===== src/rtl/id_ex_issue.sv =====
// Decode/issue stage: register-file addressing, load-use stall, EX control decode,
// the ID/EX pipeline register and the N/Z/V flag register.
module id_ex_issue #(
    parameter int         DW       = 16,
    parameter logic [2:0] FLAG_RST = 3'b000
) (
    input  logic          clk,
    input  logic          rst,
    input  logic          if_valid,
    input  logic [DW-1:0] if_pc,
    input  logic [DW-1:0] if_instr,
    input  logic          flush,
    output logic          stall,
    output logic [3:0]    rf_addr1,
    output logic [3:0]    rf_addr2,
    input  logic [DW-1:0] rf_data1,
    input  logic [DW-1:0] rf_data2,
    input  logic [2:0]    ex_flags,
    output logic          ex_valid,
    output logic [DW-1:0] pc,
    output logic [DW-1:0] instr,
    output logic [DW-1:0] reg1,
    output logic [DW-1:0] reg2,
    output logic          aluSrc,
    output logic [3:0]    aluOp,
    output logic [3:0]    shAmt,
    output logic [2:0]    flagsIn,
    output logic          ex_memRead,
    output logic          ex_regWrite,
    output logic [3:0]    ex_dst,
    output logic          halted
);

    localparam logic [3:0] OP_ADD = 4'h0, OP_PADDSB = 4'h1, OP_SUB = 4'h2;
    localparam logic [3:0] OP_LW  = 4'h8, OP_SW  = 4'h9, OP_LHB = 4'hA, OP_LLB = 4'hB;
    localparam logic [3:0] OP_JAL = 4'hD, OP_JR  = 4'hE, OP_HLT = 4'hF;

    logic [3:0] op, rd, rs, rt;
    logic       is_alu, use1, use2;
    logic [3:0] dec_dst;
    logic       dec_rw, hazard, issue;

    logic          ex_valid_reg, mem_read_reg, reg_write_reg, alu_src_reg, halted_reg;
    logic [3:0]    dst_reg, alu_op_reg, sh_amt_reg;
    logic [DW-1:0] pc_reg, instr_reg, reg1_reg, reg2_reg;
    logic [2:0]    flag_reg, flag_load;
    logic [3:0]    ex_op;
    logic          load_all, load_z;

    assign op = if_instr[15:12];
    assign rd = if_instr[11:8];
    assign rs = if_instr[7:4];
    assign rt = if_instr[3:0];

    always_comb begin
        is_alu   = ~op[3];
        rf_addr1 = (op == OP_LHB) ? rd : rs;
        rf_addr2 = is_alu ? rt : ((op == OP_SW) ? rd : 4'h0);
        use1     = is_alu | (op == OP_SW) | (op == OP_LW) | (op == OP_JR) | (op == OP_LHB);
        use2     = is_alu | (op == OP_SW);
        dec_dst  = (op == OP_JAL) ? 4'hF : rd;
        // A write to r0 is architecturally a no-op, so it must not trigger forwarding or stalls.
        dec_rw   = (is_alu | (op == OP_LW) | (op == OP_LHB) | (op == OP_LLB) | (op == OP_JAL))
                   & (dec_dst != 4'h0);
        hazard   = ex_valid_reg & mem_read_reg & reg_write_reg & if_valid & ~halted_reg & ~flush
                   & ((use1 & (dst_reg == rf_addr1)) | (use2 & (dst_reg == rf_addr2)));
        stall    = halted_reg | hazard;
        issue    = if_valid & ~flush & ~hazard & ~halted_reg;
    end

    always_ff @(posedge clk or posedge rst) begin
        if (rst) begin
            ex_valid_reg  <= 1'b0;
            mem_read_reg  <= 1'b0;
            reg_write_reg <= 1'b0;
            alu_src_reg   <= 1'b0;
            halted_reg    <= 1'b0;
            dst_reg       <= '0;
            alu_op_reg    <= '0;
            sh_amt_reg    <= '0;
            pc_reg        <= '0;
            instr_reg     <= '0;
            reg1_reg      <= '0;
            reg2_reg      <= '0;
        end else if (issue) begin
            ex_valid_reg  <= 1'b1;
            mem_read_reg  <= (op == OP_LW);
            reg_write_reg <= dec_rw;
            alu_src_reg   <= is_alu;
            dst_reg       <= dec_dst;
            alu_op_reg    <= op;
            sh_amt_reg    <= rt;
            pc_reg        <= if_pc;
            instr_reg     <= if_instr;
            reg1_reg      <= rf_data1;
            reg2_reg      <= rf_data2;
            if (op == OP_HLT)
                halted_reg <= 1'b1;
        end else begin
            // Bubble: only the fields that can cause side effects are cleared.
            ex_valid_reg  <= 1'b0;
            mem_read_reg  <= 1'b0;
            reg_write_reg <= 1'b0;
            instr_reg     <= '0;
        end
    end

    assign ex_op    = instr_reg[15:12];
    assign load_all = ex_valid_reg & ((ex_op == OP_ADD) | (ex_op == OP_SUB) | (ex_op == OP_PADDSB));
    assign load_z   = ex_valid_reg & (ex_op >= 4'h3) & (ex_op <= 4'h7);

    // Bit order is {N,Z,V}; logic and shift ops only refresh Z.
    generate
        for (genvar gi = 0; gi < 3; gi++) begin : g_flag_load
            if (gi == 1) begin : g_z
                assign flag_load[gi] = load_all | load_z;
            end else begin : g_nv
                assign flag_load[gi] = load_all;
            end
        end
    endgenerate

    always_ff @(posedge clk or posedge rst) begin
        if (rst) begin
            flag_reg <= FLAG_RST;
        end else begin
            for (int i = 0; i < 3; i++)
                if (flag_load[i])
                    flag_reg[i] <= ex_flags[i];
        end
    end

    assign ex_valid    = ex_valid_reg;
    assign pc          = pc_reg;
    assign instr       = instr_reg;
    assign reg1        = reg1_reg;
    assign reg2        = reg2_reg;
    assign aluSrc      = alu_src_reg;
    assign aluOp       = alu_op_reg;
    assign shAmt       = sh_amt_reg;
    assign flagsIn     = flag_reg;
    assign ex_memRead  = mem_read_reg;
    assign ex_regWrite = reg_write_reg;
    assign ex_dst      = dst_reg;
    assign halted      = halted_reg;

endmodule


===== config.mk =====
export PLATFORM = sky130hd
export DESIGN_NAME = id_ex_issue
export DESIGN_NICKNAME = d
export VERILOG_FILES = /design/src/rtl/id_ex_issue.sv
export SDC_FILE = /design/constraint.sdc
export NUM_CORES = 1
export LEC_CHECK = 0
export ABC_AREA = 1
export BUFFER_PORTS_ARGS = -buffer_cell sky130_fd_sc_hd__buf_2
export CELL_PAD_IN_SITES_DETAIL_PLACEMENT = 1
export CELL_PAD_IN_SITES_GLOBAL_PLACEMENT = 1
export CORE_MARGIN = 2
export CORE_UTILIZATION = 33
export CTS_CLUSTER_DIAMETER = 30
export CTS_CLUSTER_SIZE = 10
export DETAILED_ROUTE_END_ITERATION = 8
export GPL_TIMING_DRIVEN = 0
export PLACE_DENSITY = 0.87
export SKIP_CTS_REPAIR_TIMING = 1
export SLEW_MARGIN = 15
export SYNTH_ARGS = -nofsm -noshare
export SYNTH_HDL_FRONTEND = slang
export SYNTH_SLANG_ARGS = --single-unit

===== constraint.sdc =====
create_clock -name clk -period 3 [get_ports clk]
set_clock_uncertainty 0.15 [all_clocks]
set_input_delay 0.3 -clock clk [delete_from_list [all_inputs] [get_ports clk]]
set_output_delay 0.3 -clock clk [all_outputs]
set_load 0.02 [all_outputs]

=== Word level (Yosys, flattened, before mapping) ===
Index checks and enable logic that the tools add are counted.

* Word-level logic and storage cells: 70
* Register bits: 84
* Input port bits: 71
* Output and inout bits: 93

* Bitwise operators: 32
* Magnitude comparators: 2
* Mux-type cells: 8
* Reductions and logical operators: 3
* Equal/unequal tests: 11

{| class="wikitable"
|+ Operator list
! operator !! count
|-
| 4-bit equality test (second input constant) || 7
|-
| 16-bit 2-to-1 mux || 1
|-
| 4-bit 2-to-1 mux || 4
|-
| 1-bit AND || 15
|-
| 1-bit bitwise OR || 13
|-
| 4-bit equality test || 2
|-
| 4-bit by 1-bit equality test with 1-bit output (second input constant) || 1
|-
| 4-bit by 2-bit equality test with 1-bit output (second input constant) || 1
|-
| 4-bit by 2-bit >= comparator with 1-bit output (second input constant) || 1
|-
| 4-bit by 3-bit <= comparator with 1-bit output (second input constant) || 1
|-
| 4-bit zero test || 1
|-
| 1-bit NOT || 4
|-
| 4-bit nonzero test || 1
|-
| 1-bit 2-to-1 mux || 3
|-
| 2-bit AND reduction || 1
|}

=== Logic depth before layout (Yosys ltp) ===
Gate-level depths: netlist of run 1.

* Depth in word-level cells: 12
* Mapped depth: 15

=== Least setup slack after synthesis of run 1 ===
OpenSTA, ideal clock, no wires.

* Kind: input port to output port
* Start: input port if_instr[13]
* End: output port stall
* Arrival time: 1596 ps
* Path slack: 954 ps
* Data required time: 2550 ps
* Stages on the path: 13
* Cell sequence: inv_2 -> nor2_4 -> nand2_2 -> nand2_1 -> nand2_1 -> nand2_1 -> o21ai_0 -> nor2_1 -> nand2_1 -> nand2_1 -> nand2_4 -> buf_2 -> nand2_1

* Elaborated cells on any way between the ends: 18
* Those cells by class: 6 x eq/ne; 3 x mux; 9 x bitwise

{| class="wikitable"
|+ RTL lines
! item !! RTL line !! source
|-
| start: declaration || 11 || <nowiki>input logic [DW-1:0] if_instr,</nowiki>
|-
| 4-bit equality test || 57 || <nowiki>rf_addr1 = (op == OP_LHB) ? rd : rs;</nowiki>
|-
| 4-bit 2-to-1 mux || 57 ||
|-
| via rf_addr1[3] || 14 || <nowiki>output logic [3:0] rf_addr1,</nowiki>
|-
| 4-bit equality test || 66 || <nowiki>& ((use1 & (dst_reg == rf_addr1)) | (use2 & (dst_reg == rf_addr2)));</nowiki>
|-
| 1-bit AND || 66 ||
|-
| 1-bit bitwise OR || 66 ||
|-
| 1-bit AND || 66 ||
|-
| 1-bit bitwise OR || 67 || <nowiki>stall = halted_reg | hazard;</nowiki>
|-
| end: declaration || 13 || <nowiki>output logic stall,</nowiki>
|}

The timed path passes the listed nets, and every way through them passes these cells.

=== Worst setup path after layout of run 1 ===
* Start: input port if_instr[15]
* End: output port stall

* Longest elaborated chain between the ends: 9
* Elaborated cells on any way between the ends: 19
* Those cells by class: 6 x eq/ne; 3 x mux; 10 x bitwise

{| class="wikitable"
|+ RTL lines
! item !! RTL line !! source
|-
| 4-bit equality test or 1-bit NOT (tied branches) || - ||
|-
| 1-bit bitwise OR || 59, 60 ||
|-
| 1-bit bitwise OR (3 in series) || 59 || <nowiki>use1 = is_alu | (op == OP_SW) | (op == OP_LW) | (op == OP_JR) | (op == OP_LHB);</nowiki>
|-
| 1-bit AND || 66 ||
|-
| 1-bit bitwise OR * || 66 ||
|-
| 1-bit AND * || 66 ||
|-
| 1-bit bitwise OR * || 67 ||
|}

Mark *: on every way between the ends. The rest lies on a longest branch, timed or not.

==> impl_metrics.csv, run 1 <==
group,metric,value,unit
detailed_routing,met2_length,6120,um
logic_synthesis,synth_top_area_share,58.7,%
detailed_routing,ant_nets,0,
final_layout,final_cell_area,4830,um^2
critical_path,end_kind,"output pin",
final_layout,drive_gt1_share,34.1,%
sta,fin_hold_ws,0.00949,ns
clock_tree,cts_tree,"yes",
die,coreArea,10700,um^2
clock_tree,htree_levels,3,
clock_tree,clk-insertion-delay-late,0.36,ns
placed_design,dp_cells,725,
global_routing,antenna_found_initial,0,
global_routing,grt_overflow,0,
placed_design,dp_slack,0.448,ns
power,p_leak,3.06,nW
clock_tree,cts-root-buf,"clkbuf_8",
global_routing,grt_pass1_wl,18700,um
logic_synthesis,ys_seq_elements,84,
sta,fin_crit_sh,86.7,%
sta,layout_setup_ws,0.398,ns
placed_design,dp_hpwl,9130,um
final_layout,fill_cells,1356,
logic_synthesis,syn_area,3580,um^2
power,power.density,450,nW/um^2
sta,timing.fmax,0.384,GHz
critical_path,crit_path_cell_trace,"buf_2 > inv_2 > nor2_4 > buf_6 > nand3_1 > nand2_1 > nand2_1 > o21ai_0 > nor2_1 > nand2_1 > nand2_1 > nand2_4 > buf_2 > nand2_1 > buf_2",
run_status,outcome,"finished, final reports clean",
placed_design,dpl-instance-area,4590,um^2
sta,drv_slew,0,
logic_synthesis,synth_edf_count,0,
die,io-pin-count,164,
clock_tree,cts_sinks,84,
critical_path,worstSetupPathType,"in2out",
critical_path,cp_max_fo,10,
logic_synthesis,synth_most_common_cell,"nand2_1",
detailed_routing,drc_errors,0,
final_layout,synthToLayoutAreaGrowth,34.8,%
die,initial_utilization,33.5,%
clock_tree,clock_path_buffers,2,
logic_synthesis,syn_nets,492,
sta,final.min_clock_period,2.60,ns
power,p_total,2.17,mW
logic_synthesis,ys_top_cells_by_count,"162 x nand2_1, 84 x dfrtp_1, 82 x nand3_1, 32 x inv_1, 20 x nor2_1",
detailed_routing,wl_met1,4850,um
sta,setup_viol,0,
critical_path,slowest_delay,0.25,ns
sta,max_slew_margin,35.0,%
logic_synthesis,synth_cells,421,
detailed_routing,vias,3551,
placed_design,place_congestion,0.909,
final_layout,num_antenna_cells,0,
final_layout,seqCellArea,2100,um^2
sta,fin_tns_setup,0,ns
global_routing,grt_pass1_vias,3724,
critical_path,path_common_cell,"nand2_1",
clock_tree,clkTransAtPathRegs,0.08,ns
detailed_routing,via_per_inst,4.79,
detailed_routing,wl_met3,702,um
global_routing,grt_start_max_net_pins,44,
critical_path,slowest_stage,"buf_2",
clock_tree,cts_buffers,9,
logic_synthesis,synth-main-ff-cell,"dfrtp_1",
logic_synthesis,synthArstFlopShare,100,%
die,die_h,108,um
power,ir_drop,169,uV
detailed_routing,initialDrtViolationCount,138,
logic_synthesis,ys_types,23,
sta,tightest_slew,0.972,ns
die,fp.dieW,108,um
placed_design,io_buffer_count,163,
global_routing,track_usage,20.7,%
detailed_routing,highest_layer,"met4",
sta,grt_setup_unrepaired,"false",
final_layout,multi_input_area,1240,um^2
critical_path,crit_path_start_kind,"input pin",
logic_synthesis,avgSynthCellArea,8.51,um^2
run,cap_violations,0,
logic_synthesis,seq_area_frac_synth,58.7,%
die,rows,38,
die,die_area,11700,um^2
critical_path,crit_required,2.55,ns
final_layout,fin_cells,742,
final_layout,final_core_util,45.1,%
logic_synthesis,yosys_warnings,0,
final_layout,nNetsFinal,668,
logic_synthesis,synth_area_leaders,"dfrtp_1 59%, nand2_1 17%, nand3_1 11%",
sta,hold_viol_final,0,
critical_path,worstPathArrival,2.15,ns
detailed_routing,wire_per_inst,16.0,um
detailed_routing,finalWirelength,11800,um
logic_synthesis,yosysTopAreaCell,"dfrtp_1",
detailed_routing,dr.pass1.iters,4,
hold_path,hp-class,"in2reg",
==> area by class of cell <==
cell class,instances,area share (%)
Sequential cell,84,43.6
Buffer,20,2.36
Multi-Input combinational cell,283,25.6
Timing Repair Buffer,165,17.5
Clock buffer,12,3.42
Tap cell,140,3.63
Clock inverter,4,1.17
Inverter,34,2.70
==> cells in the final DEF (no fill, tap or decap), types with 2 or more instances in the layout <==
| cell | synthesis | final |
|---|---|---|
| buf_2 | 7 | 170 |
| inv_1 | 32 | 31 |
| nor2_1 | 20 | 20 |
| inv_2 | 2 | 2 |
| mux2_2 | 2 | 2 |
| clkbuf_1 | 6 | 6 |
| dfrtp_1 | 84 | 84 |
| nor2_4 | 2 | 2 |
| nand3_1 | 82 | 82 |
| o21ai_0 | 3 | 3 |
| nand2_1 | 162 | 162 |
| a21oi_1 | 2 | 2 |
| clkinv_4 | 0 | 3 |
| nand2_4 | 2 | 2 |
| clkbuf_8 | 0 | 12 |
| buf_4 | 6 | 6 |
==> power by group <==
group | internal, mW | total [mW] | switching (mW)
clock network | 0.458 | 0.885 | 0.427
logic | 0.0580 | 0.154 | 0.0964
registers | 1.13 | 1.13 | 0.000567
==> final timing paths <==
kind	start	to	slack, ns	cells after the start
setup / recovery	if_instr[15]	stall	0.40	15
hold / removal	if_instr[6]	instr[6]$_DFF_PP0_	0.009	3
setup reg to reg	halted$_DFFE_PP0P_	aluOp[0]$_DFFE_PP0P_	0.72	6
hold reg to reg	reg1[15]$_DFFE_PP0P_	reg1[15]$_DFFE_PP0P_	0.32	2
max in group asynchronous	rst	reg1[12]$_DFFE_PP0P_	1.69	4
min in group asynchronous	rst	flagsIn[1]$_DFFE_PP0P_	0.38	3
==> routing by layer <==
metal,GRT usage (%),vias to the layer above
met5,0,-
met4,6.59,0
met3,4.10,13
met2,37.1,107
met1,25.0,1758
li1,-,1673
==> kinds of logic (layout without fill, tap and decap cells) <==
family | Yosys count | after routing | share of synthesized area [%]
buf+inv | 54 | 235 | 6.74
xor+xnor | 1 | 1 | 0.245
mux | 2 | 2 | 0.629
compound gates | 8 | 8 | 1.22
simple gates | 272 | 272 | 32.5
flops | 84 | 84 | 58.7
==> worst max-delay path, delay by kind of cell <==
family,cells,cell delay [ns]
AND/OR/NAND/NOR,9,0.92
buffers and inverters,5,0.84
AO/OA/AOI/OAI,1,0.07
No activity file was read; power rests on OpenSTA's default activity.
==> inputs of run 2 (changes only) <==
--- a/config.mk
+++ b/config.mk
@@ -15,7 +15,7 @@
 export CTS_CLUSTER_SIZE = 10
 export DETAILED_ROUTE_END_ITERATION = 8
 export GPL_TIMING_DRIVEN = 0
-export PLACE_DENSITY = 0.87
+export PLACE_DENSITY = 0.83
 export SKIP_CTS_REPAIR_TIMING = 1
 export SLEW_MARGIN = 15
 export SYNTH_ARGS = -nofsm -noshare
==> impl_metrics.csv, run 2 (same netlist as run 1, synthesis figures left out) <==
group,metric,value,unit
die,die_area,11700,um^2
critical_path,reg2reg_from,"halted$_DFFE_PP0P_",
detailed_routing,via_per_inst,4.68,
die,fp.dieW,108,um
detailed_routing,finalWirelength,11300,um
die,coreArea,10700,um^2
die,rows,38,
clock_tree,clkTransAtPathRegs,0.08,ns
die,die_h,108,um
power,p_total,2.25,mW
final_layout,synthToLayoutAreaGrowth,35.5,%
global_routing,track_usage,20.0,%
final_layout,final_cell_mix,"170 x buf_2, 162 x nand2_1, 84 x dfrtp_1",
sta,hold_viol_final,0,
die,initial_utilization,33.5,%
power,power.density,463,nW/um^2
detailed_routing,highest_layer,"met4",
critical_path,worstPathArrival,2.04,ns
sta,tightest_slew,0.884,ns
critical_path,reg2reg_slack,0.80,ns
final_layout,final_cell_area,4850,um^2
global_routing,grt_start_max_net_pins,51,
critical_path,worstSetupPathType,"in2out",
clock_tree,clock_path_buffers,2,
placed_design,dp_hpwl,8720,um
placed_design,dp_slack,0.513,ns
clock_tree,cts-root-buf,"clkbuf_8",
sta,setup_viol,0,
detailed_routing,drc_errors,0,
run,cap_violations,0,
sta,timing.fmax,0.401,GHz
detailed_routing,vias,3476,
critical_path,crit_required,2.55,ns
detailed_routing,met2_length,5500,um
sta,final.min_clock_period,2.49,ns
sta,drv_slew,0,
run_status,outcome,"finished, final reports clean",
die,io-pin-count,164,
final_layout,nNetsFinal,668,
critical_path,cp-startpoint,"if_instr[15]",
clock_tree,cts_buffers,9,
critical_path,critPathCapture,"stall",
clock_tree,htree_levels,3,
critical_path,cp_max_fo,10,
final_layout,fill_cells,1361,
final_layout,num_antenna_cells,0,
sta,max_slew_margin,40.9,%
power,ir_drop,197,uV
detailed_routing,wl_met1,4770,um
sta,grt_setup_unrepaired,"false",
final_layout,multi_input_area,1240,um^2
sta,fin_crit_sh,83.1,%
clock_tree,cts_sinks,84,
clock_tree,clk-insertion-delay-late,0.36,ns
global_routing,grt_pass1_wl,18100,um
sta,layout_setup_ws,0.508,ns
critical_path,r2r-end,"aluOp[0]$_DFFE_PP0P_",
detailed_routing,wire_per_inst,15.2,um
critical_path,reg2regPathDepth,6,
global_routing,antenna_found_initial,0,
detailed_routing,ant_nets,0,
hold_path,hp-class,"in2reg",
placed_design,io_buffer_count,163,
final_layout,drive_gt1_share,34.1,%
final_layout,mostFrequentLayoutCell,"buf_2",
power,p_leak,3.06,nW
final_layout,seqCellArea,2100,um^2
placed_design,dpl-instance-area,4600,um^2
detailed_routing,wl_met3,859,um
global_routing,grt_overflow,0,
critical_path,crit_path_start_kind,"input pin",
critical_path,end_kind,"output pin",
placed_design,place_congestion,0.909,
detailed_routing,initialDrtViolationCount,165,
global_routing,grt_pass1_vias,3646,
detailed_routing,dr.pass1.iters,4,
clock_tree,cts_tree,"yes",
## run 2: worst max-delay path: stages
cell and delay, ns:
buf_2 0.16, inv_2 0.10, nor2_4 0.14, buf_6 0.16, nand3_1 0.07, nand2_1 0.13, nand2_1 0.06, o21ai_0 0.07
nor2_1 0.06, nand2_1 0.07, nand2_1 0.10, nand2_4 0.15, buf_2 0.24, nand2_1 0.07, buf_2 0.16
## run 2: per-layer routing
| layer | up-vias | global-route usage (%) |
|---|---|---|
| met2 | 106 | 34.4 |
| met5 | - | 0 |
| li1 | 1668 | - |
| met3 | 10 | 5.61 |
| met1 | 1692 | 24.4 |
| met4 | 0 | 6.14 |
## run 2: through the flow
| stage | TNS (ns) | std cells | util (%) | hold WS, ns |
|---|---|---|---|---|
| 6_report | 0 | 742 | 45.3 | 0.0133 |
| 5_1_grt | 0 | 742 | 45.3 | 0.00454 |
| 4_1_cts | 0 | 741 | 45.3 | -0.179 |
| 3_5_place_dp | 0 | 725 | 43.0 | 0.210 |
| 3_3_place_gp | -52.70 | 724 | 42.7 | 0.300 |
| 2_1_floorplan | 0 | 421 | - | 0.256 |
## run 2: worst min path at each step
stage	startpoint	end	depth (start not counted)
after floorplan	if_instr[11]	instr[11]$_DFF_PP0_	2
after global placement	pc[4]$_DFFE_PP0P_	pc[4]$_DFFE_PP0P_	2
after CTS	rst	reg2[1]$_DFFE_PP0P_	2
after global routing	if_instr[7]	instr[7]$_DFF_PP0_	3
final	if_instr[6]	instr[6]$_DFF_PP0_	3
after detailed placement	rst	reg1[5]$_DFFE_PP0P_	2
## run 2: layout make-up
type	count	area share [%]
sequential	84	43.3
multi-input combinational	283	25.5
timing repair buffer	165	17.6
tap	140	3.61
inverter	34	2.68
clock buffer	9	2.55
clock inverter	7	2.37
buffer	20	2.35
## run 2: power breakdown
part | switching, mW | internal, mW
Combinational | 0.0936 | 0.0591
Clock | 0.413 | 0.550
Sequential | 0.000698 | 1.13
Total | 0.507 | 1.74
==> inputs of run 3 (changes only) <==
--- a/config.mk
+++ b/config.mk
@@ -5,17 +5,17 @@
 export SDC_FILE = /design/constraint.sdc
 export NUM_CORES = 1
 export LEC_CHECK = 0
-export ABC_AREA = 1
+export ABC_AREA = 0
 export BUFFER_PORTS_ARGS = -buffer_cell sky130_fd_sc_hd__buf_2
 export CELL_PAD_IN_SITES_DETAIL_PLACEMENT = 1
 export CELL_PAD_IN_SITES_GLOBAL_PLACEMENT = 1
 export CORE_MARGIN = 2
-export CORE_UTILIZATION = 33
+export CORE_UTILIZATION = 37
 export CTS_CLUSTER_DIAMETER = 30
 export CTS_CLUSTER_SIZE = 10
 export DETAILED_ROUTE_END_ITERATION = 8
 export GPL_TIMING_DRIVEN = 0
-export PLACE_DENSITY = 0.83
+export PLACE_DENSITY = 0.84
 export SKIP_CTS_REPAIR_TIMING = 1
 export SLEW_MARGIN = 15
 export SYNTH_ARGS = -nofsm -noshare
==> constraint.sdc (replaced) <==
create_clock -name clk -period 2.6 [get_ports clk]
set_clock_uncertainty 0.15 [all_clocks]
set_input_delay 0.26 -clock clk [delete_from_list [all_inputs] [get_ports clk]]
set_output_delay 0.26 -clock clk [all_outputs]
set_load 0.02 [all_outputs]
==> impl_metrics.csv, run 3 <==
group,metric,value,unit
run_status,outcome,"finished, final reports clean",
hold_path,whs_path_depth,2,
hold_path,min_to,"instr[1]$_DFF_PP0_",
logic_synthesis,avgSynthCellArea,15.7,um^2
logic_synthesis,synth_top_area_share,56.8,%
final_layout,fin_cells,603,
clock_tree,htree_levels,3,
logic_synthesis,syn_nets,307,
die,rows,36,
global_routing,grt_pass1_wl,15300,um
logic_synthesis,synth-main-ff-cell,"dfrtp_1",
clock_tree,clock_path_buffers,2,
critical_path,r2r-end,"pc[4]$_DFFE_PP0P_",
clock_tree,cts_sinks,84,
detailed_routing,drc_errors,0,
critical_path,reg2reg_from,"ex_dst[3]$_DFFE_PP0P_",
global_routing,antenna_found_initial,0,
detailed_routing,via_per_inst,4.62,
final_layout,nNetsFinal,536,
final_layout,final_cell_mix,"163 x buf_2, 83 x dfrtp_1, 61 x mux2_4",
run,cap_violations,0,
detailed_routing,vias,2784,
critical_path,path_common_cell,"buf_2",
logic_synthesis,synth_most_common_cell,"dfrtp_1",
power,p_leak,2.77,nW
final_layout,drive_gt1_share,55.3,%
die,coreArea,9730,um^2
sta,fin_tns_setup,0,ns
sta,setup_viol,0,
critical_path,worstSetupPathType,"in2out",
critical_path,cp_max_fo,2,
critical_path,worstPathArrival,2.07,ns
detailed_routing,wire_per_inst,18.1,um
final_layout,mostFrequentLayoutCell,"buf_2",
critical_path,crit_path_cell_trace,"dlygate4sd3_1 > buf_2 > mux2_2 > xor2_1 > nor3_2 > a31oi_1 > o21bai_1 > buf_2",
power,ir_drop,391,uV
sta,timing.fmax,0.403,GHz
die,fp.dieW,104,um
sta,fin_crit_sh,95.5,%
logic_synthesis,ys_types,37,
die,die_h,104,um
final_layout,num_antenna_cells,0,
sta,grt_setup_unrepaired,"false",
logic_synthesis,synthArstFlopShare,100,%
critical_path,slowest_stage,"dlygate4sd3_1",
placed_design,dpl-instance-area,4700,um^2
placed_design,io_buffer_count,161,
sta,fin_hold_ws,0.0164,ns
critical_path,slowest_delay,0.52,ns
global_routing,grt_overflow,0,
sta,hold_viol_final,0,
clock_tree,cts_tree,"yes",
global_routing,grt_start_max_net_pins,51,
final_layout,synthToLayoutAreaGrowth,47.9,%
detailed_routing,initialDrtViolationCount,71,
logic_synthesis,seq_area_frac_synth,56.8,%
clock_tree,clk-insertion-delay-late,0.34,ns
placed_design,dp_hpwl,7090,um
die,io-pin-count,164,
logic_synthesis,synth_area_leaders,"dfrtp_1 57%, mux2_4 25%, and2_1 2.7%",
placed_design,place_congestion,0.780,
detailed_routing,dr.pass1.iters,4,
detailed_routing,ant_nets,0,
logic_synthesis,ys_seq_elements,84,
sta,drv_slew,0,
clock_tree,clkTransAtPathRegs,0.08,ns
power,power.density,733,nW/um^2
hold_path,hp-class,"in2reg",
logic_synthesis,synth_edf_count,0,
placed_design,dp_cells,531,
detailed_routing,finalWirelength,10900,um
critical_path,crit_path_start_kind,"input pin",
logic_synthesis,yosysTopAreaCell,"dfrtp_1",
critical_path,end_kind,"output pin",
final_layout,final_core_util,56.2,%
hold_path,worstHoldStart,"if_instr[1]",
logic_synthesis,yosys_warnings,0,
sta,tightest_slew,0.453,ns
logic_synthesis,synth_cells,236,
critical_path,crit_required,2.19,ns
logic_synthesis,syn_area,3700,um^2
global_routing,track_usage,18.0,%
final_layout,final_cell_area,5470,um^2
sta,final.min_clock_period,2.48,ns
sta,max_slew_margin,69.5,%
clock_tree,cts-root-buf,"clkbuf_8",
die,initial_utilization,38.0,%
global_routing,grt_pass1_vias,2773,
critical_path,reg2reg_slack,0.28,ns
die,die_area,10800,um^2
critical_path,reg2regPathDepth,7,
logic_synthesis,ys_top_cells_by_count,"84 x dfrtp_1, 61 x mux2_4, 16 x and2_1, 9 x inv_1",
clock_tree,cts_buffers,9,
==> run 3: changes by cell type in the layout (fill, tap and decap cells not counted), moves of 4 or more <==
cell	change
and2_1	+16
buf_2	-7
buf_4	-5
buf_6	+5
dlygate4sd3_1	+55
inv_1	-23
mux2_2	+4
mux2_4	+61
nand2_1	-161
nand2b_1	+6
nand3_1	-80
nor2_1	-17
xnor2_1	+5
==> run 3: worst max-delay path: cells and delay by family <==
kind	cells	cell delay (ns)
buffers and inverters	3	0.84
AO/OA/AOI/OAI	2	0.29
XOR/XNOR	1	0.15
multiplexers	1	0.28
AND/OR/NAND/NOR	1	0.25
==> run 3: worst max path at each step <==
| stage | from | depth (start not counted) | end |
|---|---|---|---|
| finish | if_instr[4] | 8 | stall |
| global route | if_instr[4] | 8 | stall |
| CTS | ex_dst[3]$_DFFE_PP0P_ | 7 | pc[4]$_DFFE_PP0P_ |
| detailed placement | if_instr[14] | 8 | aluOp[0]$_DFFE_PP0P_ |
| global placement | rst | 2 | pc[13]$_DFFE_PP0P_ |
| floorplan | rst | 1 | aluOp[0]$_DFFE_PP0P_ |
==> run 3: power breakdown <==
part	total (mW)	internal (mW)	switching [mW]
clock network	0.952	0.494	0.458
registers	1.72	1.55	0.163
logic	1.34	0.645	0.696
==> run 3: cell families after synthesis <==
kind of cell           count (synthesis)  share of synthesized area (%)
AO/OA/AOI/OAI                         18                           4.06
XOR/XNOR                               8                           1.89
buffers and inverters                 20                           3.42
flip-flops                            84                           56.8
multiplexers                          69                           27.1
AND/OR/NAND/NOR                       37                           6.66
==> run 3: metal layers <==
layer / share of wire, % / vias up / track usage (%)
met1: 42 / 1394 / 23.3
met2: 52 / 103 / 29.4
met3: 5.0 / 14 / 4.95
li1: - / 1273 / -
met5: 0 / - / 0
met4: 1.4 / 0 / 5.69
==> run 3: stage by stage <==
stage | worst slack, ns | power (mW)
2_1_floorplan | 0.0249 | 2.54
3_3_place_gp | -0.823 | 2.94
3_5_place_dp | -0.0804 | 2.99
4_1_cts | 0.120 | 3.97
5_1_grt | 0.00474 | 4.22
6_report | 0.117 | 4.01
==> run 3: cell type report <==
class	count	area (um^2)
flip-flops and latches	84	2100
fillers	1050	4260
clock buffers	12	155
clock inverters	4	47.5
inverters	9	36.3
plain buffers	11	92.6
repair buffers	218	1390
well taps	133	166
multi-input cells	132	1480
